`src/rtl/ex_result_reg.sv`:
```
// ex_result_reg: two-entry in-order buffer between the execute stage and
// writeback. It holds a main (head) entry and a skid entry, each carrying
// {result, destination, write enable}. It also owns the {Z,N,C} condition-code
// register, which updates when a result is accepted.
//
// Ports:
//   CLK, RST        clock, asynchronous active-high reset
//   IN_VALID/READY  upstream handshake; IN_READY is registered (skid empty)
//   R_IN, Z_IN, N_IN, C_IN, FUNC_IN, DEST_IN, WE_IN, SETF_IN
//                   execute result, flags and control for the incoming entry
//   OUT_VALID/READY downstream handshake; OUT_VALID = main entry occupied
//   R_OUT, DEST_OUT, WE_OUT
//                   head entry fields (WE_OUT gated with OUT_VALID)
//   FLAGS           condition-code register {Z,N,C}
module ex_result_reg #(
  parameter int DATAWIDTH = 16,
  parameter int REGBITS   = 3,
  parameter int FUNCBITS  = 3
) (
  input  logic                 CLK,
  input  logic                 RST,
  input  logic                 IN_VALID,
  output logic                 IN_READY,
  input  logic [DATAWIDTH-1:0] R_IN,
  input  logic                 Z_IN,
  input  logic                 N_IN,
  input  logic                 C_IN,
  input  logic [FUNCBITS-1:0]  FUNC_IN,
  input  logic [REGBITS-1:0]   DEST_IN,
  input  logic                 WE_IN,
  input  logic                 SETF_IN,
  output logic                 OUT_VALID,
  input  logic                 OUT_READY,
  output logic [DATAWIDTH-1:0] R_OUT,
  output logic [REGBITS-1:0]   DEST_OUT,
  output logic                 WE_OUT,
  output logic [2:0]           FLAGS
);

  logic                 main_valid_q, main_valid_d;
  logic [DATAWIDTH-1:0] main_r_q, main_r_d;
  logic [REGBITS-1:0]   main_dest_q, main_dest_d;
  logic                 main_we_q, main_we_d;
  logic                 skid_valid_q, skid_valid_d;
  logic [DATAWIDTH-1:0] skid_r_q, skid_r_d;
  logic [REGBITS-1:0]   skid_dest_q, skid_dest_d;
  logic                 skid_we_q, skid_we_d;
  logic [2:0]           flags_q, flags_d;

  logic accept;
  logic consume;
  logic keep_carry;

  assign accept  = IN_VALID & ~skid_valid_q;
  assign consume = main_valid_q & OUT_READY;

  // Logical operations (100, 101, 110) leave the carry flag untouched.
  assign keep_carry = (FUNC_IN == FUNCBITS'(4)) ||
                      (FUNC_IN == FUNCBITS'(5)) ||
                      (FUNC_IN == FUNCBITS'(6));

  always_comb begin
    main_valid_d = main_valid_q;
    main_r_d     = main_r_q;
    main_dest_d  = main_dest_q;
    main_we_d    = main_we_q;
    skid_valid_d = skid_valid_q;
    skid_r_d     = skid_r_q;
    skid_dest_d  = skid_dest_q;
    skid_we_d    = skid_we_q;
    flags_d      = flags_q;

    if (skid_valid_q) begin
      // Full: nothing can be accepted; a consume promotes the skid entry.
      if (consume) begin
        main_r_d     = skid_r_q;
        main_dest_d  = skid_dest_q;
        main_we_d    = skid_we_q;
        skid_valid_d = 1'b0;
      end
    end else if (!main_valid_q || consume) begin
      // Main is free (or freed this cycle): a new entry lands there.
      // Without an accept the data fields hold their last value.
      main_valid_d = accept;
      if (accept) begin
        main_r_d    = R_IN;
        main_dest_d = DEST_IN;
        main_we_d   = WE_IN;
      end
    end else if (accept) begin
      skid_valid_d = 1'b1;
      skid_r_d     = R_IN;
      skid_dest_d  = DEST_IN;
      skid_we_d    = WE_IN;
    end

    if (accept && SETF_IN) begin
      flags_d[2] = Z_IN;
      flags_d[1] = N_IN;
      flags_d[0] = keep_carry ? flags_q[0] : C_IN;
    end
  end

  always_ff @(posedge CLK or posedge RST) begin
    if (RST) begin
      main_valid_q <= 1'b0;
      main_r_q     <= '0;
      main_dest_q  <= '0;
      main_we_q    <= 1'b0;
      skid_valid_q <= 1'b0;
      skid_r_q     <= '0;
      skid_dest_q  <= '0;
      skid_we_q    <= 1'b0;
      flags_q      <= 3'b000;
    end else begin
      main_valid_q <= main_valid_d;
      main_r_q     <= main_r_d;
      main_dest_q  <= main_dest_d;
      main_we_q    <= main_we_d;
      skid_valid_q <= skid_valid_d;
      skid_r_q     <= skid_r_d;
      skid_dest_q  <= skid_dest_d;
      skid_we_q    <= skid_we_d;
      flags_q      <= flags_d;
    end
  end

  // IN_READY comes straight from a flop, so it never sees OUT_READY.
  assign IN_READY  = ~skid_valid_q;
  assign OUT_VALID = main_valid_q;
  assign R_OUT     = main_r_q;
  assign DEST_OUT  = main_dest_q;
  assign WE_OUT    = main_valid_q & main_we_q;
  assign FLAGS     = flags_q;

endmodule

```
`config.mk`:
```
export PLATFORM = sky130hd
export DESIGN_NAME = ex_result_reg
export DESIGN_NICKNAME = d
export VERILOG_FILES = /design/src/rtl/ex_result_reg.sv
export SDC_FILE = /design/constraint.sdc
export NUM_CORES = 1
export LEC_CHECK = 0
export CAP_MARGIN = 20
export CORE_MARGIN = 4
export CORE_UTILIZATION = 48
export DETAILED_ROUTE_END_ITERATION = 7
export PLACE_DENSITY = 0.82
export SLEW_MARGIN = 15
export SYNTH_ARGS = -nofsm -noshare
export SYNTH_HDL_FRONTEND = slang
export SYNTH_SLANG_ARGS = --single-unit
```
`constraint.sdc`:
```
create_clock -name CLK -period 1.8 [get_ports CLK]
set_input_delay 0.36 -clock CLK [delete_from_list [all_inputs] [get_ports CLK]]
set_output_delay 0.36 -clock CLK [all_outputs]
set_load 0.02 [all_outputs]
```
After elaboration in Yosys (flattened, before gate mapping). Cells that the tools add are included.

Equality and inequality tests: 4. Reductions and logical operators: 11. Mux-type cells: 16. Bitwise gates (word level): 6.

Operator list (count): $mux 16 (4); $mux 3 (4); $eq 3x3->1 const B (3); $mux 1 (8); $reduce_and 3->1 (2); $reduce_and 2->1 (2); $reduce_bool 2->1 (2); $and 1x1->1 (3); $logic_or 1x1->1 (3); $not 1->1 (3); $ne 2x1->1 const B (1); $logic_and 1x1->1 (1); $logic_not 1->1 (1).

Flip-flop bits (word level): 45. Word-level logic and storage cells: 47. Input port bits: 31. Output and inout port bits: 25.

Logic depth before layout (Yosys ltp).
Depth in word-level cells: 5. Depth in mapped cells: 5. Depth with buffers taken out: 3.

Worst setup path after synthesis. Ideal clock, no wire load.

Path kind: register -> register. From: reg main_valid_q, in the netlist OUT_VALID. To: reg skid_dest_q[0]. Stages on the path, launching flop included: 5. Arrival time: 1.350 ns. Slack: 0.325 ns. Path buffers: 1. Setup time: 0.125 ns. Cells stage by stage: dfrtp_1 nor2b_4 and3_4 buf_12 mux2_4.

Word-level cells in the longest chain between the ends: 4. Elaborated cells between the ends (all ways): 5. Classes of those cells: 2 x bitwise; 3 x reduce/logical.

RTL lines: start, declared (line 40) `logic main_valid_q, main_valid_d;`; start signal, assigned (line 116) `main_valid_q <= main_valid_d;`; $and 1x1->1 or $logic_not 1->1 (tied branches) (line 55, 81); $logic_or 1x1->1 * (line 81) `end else if (!main_valid_q || consume) begin`; $not 1->1 (no source line) *; $reduce_and 3->1 (no source line) *; end signal, assigned (line 122) `skid_dest_q <= skid_dest_d;`; end, declared (line 46) `logic [REGBITS-1:0] skid_dest_q, skid_dest_d;`.

Every way passes the cells marked *; elsewhere a longest branch is shown, timed or not. A chain may end at the register's enable or synchronous reset.

Final worst setup path.
From: reg main_valid_q, in the netlist OUT_VALID. To: out OUT_VALID.

RTL lines: end, declared (line 32) `output logic OUT_VALID,`.

No word-level cell between the ends.

==> key figures <==
Global routing
  • Total grt overflow: 0
  • Antenna violations before repair: 0
  • First-pass GRT wire length: 6762 um
  • Total routing usage reported by global routing: 0.1684
  • Pin count of the biggest net entering global routing: 29
  • Number of global-route vias before repair: 1,393

Yosys
  • Post-synthesis cell type with the largest combined area: sky130_fd_sc_hd__dfrtp_1
  • Yosys warning total: 0
  • Post-synthesis instance area: 2111 sq um
  • Cells taking the most area after synthesis: sky130_fd_sc_hd__dfrtp_1, sky130_fd_sc_hd__mux2_2, sky130_fd_sc_hd__mux2_4, sky130_fd_sc_hd__buf_6, sky130_fd_sc_hd__buf_12
  • Sequential fraction of the synthesis area: 0.5335
  • Average size of a mapped cell: 16.11 sq um
  • Synthesized net count: 162
  • Flip-flop and latch count after synthesis: 45
  • Post-synthesis instance total: 131
  • Number of unique standard cell types used by synthesis: 16
  • Area share of the largest cell type after synthesis: 0.5335

Final layout
  • Area delta synth->final: 35.45%
  • Share of layout cells above drive strength 1: 0.4365
  • Post-layout util: 0.6947
  • Area occupied by multi-input gates: 877.1 sq um
  • Register cell area after layout: 1127 sq um
  • Leading cell types in the layout, fill and taps excluded: sky130_fd_sc_hd__clkdlybuf4s50_1, sky130_fd_sc_hd__dfrtp_1, sky130_fd_sc_hd__mux2_2, sky130_fd_sc_hd__mux2_4, sky130_fd_sc_hd__buf_4
  • Nets@finish: 227
  • Non-Filler Cell Area, Final: 2859 sq um
  • # diodes: 0
  • Layout filler cell count: 266
  • Commonest non-fill, non-tap cell in the layout: sky130_fd_sc_hd__clkdlybuf4s50_1

Detailed routing
  • Detailed Route WL: 4201 um
  • Count of antenna-violating nets left after detailed routing: 0
  • Number of iterations in the first detailed-routing pass: 6
  • Post-route DRC violation count: 0
  • Total via count after detailed routing: 1,263
  • Average wire per cell in the routed design: 17.01 um
  • Number of vias per cell after detailed routing: 5.113
  • Detailed router's first-iteration violation count: 21

Placement
  • Detailed placer's ending HPWL: 3123 um
  • Total placed instance area: 2740 sq um
  • Weighted congestion reported at the end of routability-driven placement: 0.7257
  • Worst setup timing slack at the placement stage: -12.42 ps
  • Input/output buffers: 55

Timing
  • Tmin final: 1707 ps
  • Worst hold slack: 391.4 ps
  • RSZ-0062 raised after global routing: false
  • Total negative setup slack: 0 ps
  • Final max-slew violation count: 0
  • Final setup violating endpoints: 0
  • Highest attainable clock frequency: 585.9 MHz
  • Number of hold-slack violations in the final timing report: 0
  • Worst clock skew: 8.961 ps
  • Transition at the pin with the smallest max-transition slack: 397.8 ps
  • Final period util: 0.9483
  • Post-route worst setup slack: 93.14 ps
  • Worst-case headroom to the max-slew limit: 0.7344

Critical path
  • Critical Path Sink Type: output port
  • Critical Path Slowest Stage Cell: sky130_fd_sc_hd__clkdlybuf4s50_1
  • Largest driver fanout on the critical path: 7
  • Critical path's top delay family: buffers and inverters
  • Reg2reg end: R_OUT[9]$_DFFE_PP0P_
  • Depth of the worst register-to-register path: 5
  • Startpoint type of the worst setup path: register
  • Slack of the worst reg-to-reg path: 230 ps
  • Setup CP Type: register to output port
  • Worst reg2reg startpoint: skid_valid_q$_DFF_PP0_
  • Crit-path cells: clkdlybuf4s50_1
  • Longest individual stage delay on the worst path: 620 ps
  • CP bufs+invs: 1
  • Required time at the endpoint of the critical path: 1440 ps
  • Critical Path AT: 1350 ps

Clocking
  • CTS buffer count: 5
  • Longest Clk Path Bufs: 2
  • Clock Latency Late Sink: 310 ps
  • TritonCTS clock tree: done
  • Clock-pin slew on the worst setup and hold paths: 80 ps
  • Count of clock tree sinks: 45
  • Cell at the root of the clock tree: sky130_fd_sc_hd__clkbuf_8
  • Count of hold buffers inserted by post-cts repair: 0
  • Number of levels the H-tree was split into: 2

Run
  • Reported max-cap violation count: 0

Pwr
  • Internal power summed over all cells: 3.552 mW
  • Worst VDD drop: 0.001062 V
  • Leak pwr: 1.233 nW
  • Share of power burned in combinational logic: 0.494
  • Fraction of power consumed by the clock network: 0.153
  • Power Dens Cells: 1818 nW/um^2
  • Part of the power in registers: 0.353
  • Total net switching power: 1.645 mW
  • Fraction of power spent switching nets: 0.3166

Die
  • Top-level port count: 56
  • Initial core utilization: 0.5129
  • Floorplan Core Area: 4115 sq um
  • Full die area: 5523 sq um
  • Die height: 74.32 um
  • Die outline width: 74.32 um
  • Number of rows created at floorplan: 23

Run status
  • Run status: complete, no violations

Worst hold path
  • Hold crit path type: input port to asynchronous set/reset pin
## how the worst max path moves through the flow
stage	endpoint	cells after the start	from	slack, ps
2_1_floorplan	skid_dest_q[0]$_DFFE_PP0P_	4	OUT_VALID$_DFFE_PP0P_	320
3_3_place_gp	R_OUT[11]$_DFFE_PP0P_	5	IN_VALID	2
3_5_place_dp	DEST_OUT[1]$_DFFE_PP0P_	5	IN_VALID	-10
4_1_cts	OUT_VALID	1	OUT_VALID$_DFFE_PP0P_	80
5_1_grt	OUT_VALID	1	OUT_VALID$_DFFE_PP0P_	50
6_report	OUT_VALID	1	OUT_VALID$_DFFE_PP0P_	90
## power by group through the flow
stage,clock network (mW),logic (mW),registers [mW]
2_1_floorplan,0,1.48,2.10
3_3_place_gp,0,2.55,1.82
3_5_place_dp,0,2.62,1.84
4_1_cts,0.825,2.62,1.83
5_1_grt,0.862,2.73,1.90
6_report,0.797,2.57,1.83
## metrics by stage
step / cells / power (mW)
2_1_floorplan: 131 / 3.576
3_3_place_gp: 239 / 4.364
3_5_place_dp: 239 / 4.464
4_1_cts: 247 / 5.274
5_1_grt: 247 / 5.492
6_report: 247 / 5.198
## cells in the mapped netlist (all sizes together)
master	count
and2	1
a21oi	4
nand2b	1
nand3b	1
mux2	63
buf	7
dfrtp	45
o21ai	1
and3	1
nor2b	1
nand2	3
inv	3
## timing repair
item                       4_1_cts  5_1_grt
resized for setup                3        0
setup endpoints to repair        2        0
setup buffers                    0        0
## cells by family (layout without fill, tap and decap cells)
group,Yosys count,count (layout),share of synthesized area
flip-flops,45,45,0.5335
AND/OR/NAND/NOR,8,8,0.03023
multiplexers,63,63,0.3717
AO/OA/AOI/OAI,5,5,0.01363
buffers and inverters,10,76,0.05098
## metal layers
| layer | up-vias | track usage | wire length (um) |
|---|---|---|---|
| li1 | 594 | - | - |
| met1 | 626 | 0.1958 | 1671 |
| met2 | 36 | 0.2844 | 2149 |
| met3 | 7 | 0.03108 | 262 |
| met4 | 0 | 0.1107 | 118 |
| met5 | - | 0 | 0 |
## area by class of cell
cell class,instances,area share
Sequential cell,45,0.3943
Multi-Input combinational cell,76,0.3068
Timing Repair Buffer,65,0.2311
Clock buffer,6,0.02888
Tap cell,50,0.02188
Clock inverter,2,0.01313
Inverter,3,0.003939
## worst reg2reg max path, cell delays in order (launching register included)
cell	delay, ps
sky130_fd_sc_hd__dfrtp_1	430
sky130_fd_sc_hd__buf_4	230
sky130_fd_sc_hd__nand2_1	90
sky130_fd_sc_hd__a21oi_2	150
sky130_fd_sc_hd__buf_4	210
sky130_fd_sc_hd__mux2_2	360
## flip-flops by register name, summed over array words and instances, names as in the netlist
signal	flops
skid_dest_q	3
skid_r_q	16
main_we_q	1
FLAGS	3
DEST_OUT	3
R_OUT	16
skid_valid_q	1
OUT_VALID	1
skid_we_q	1
(Power assumes the default switching activity.)
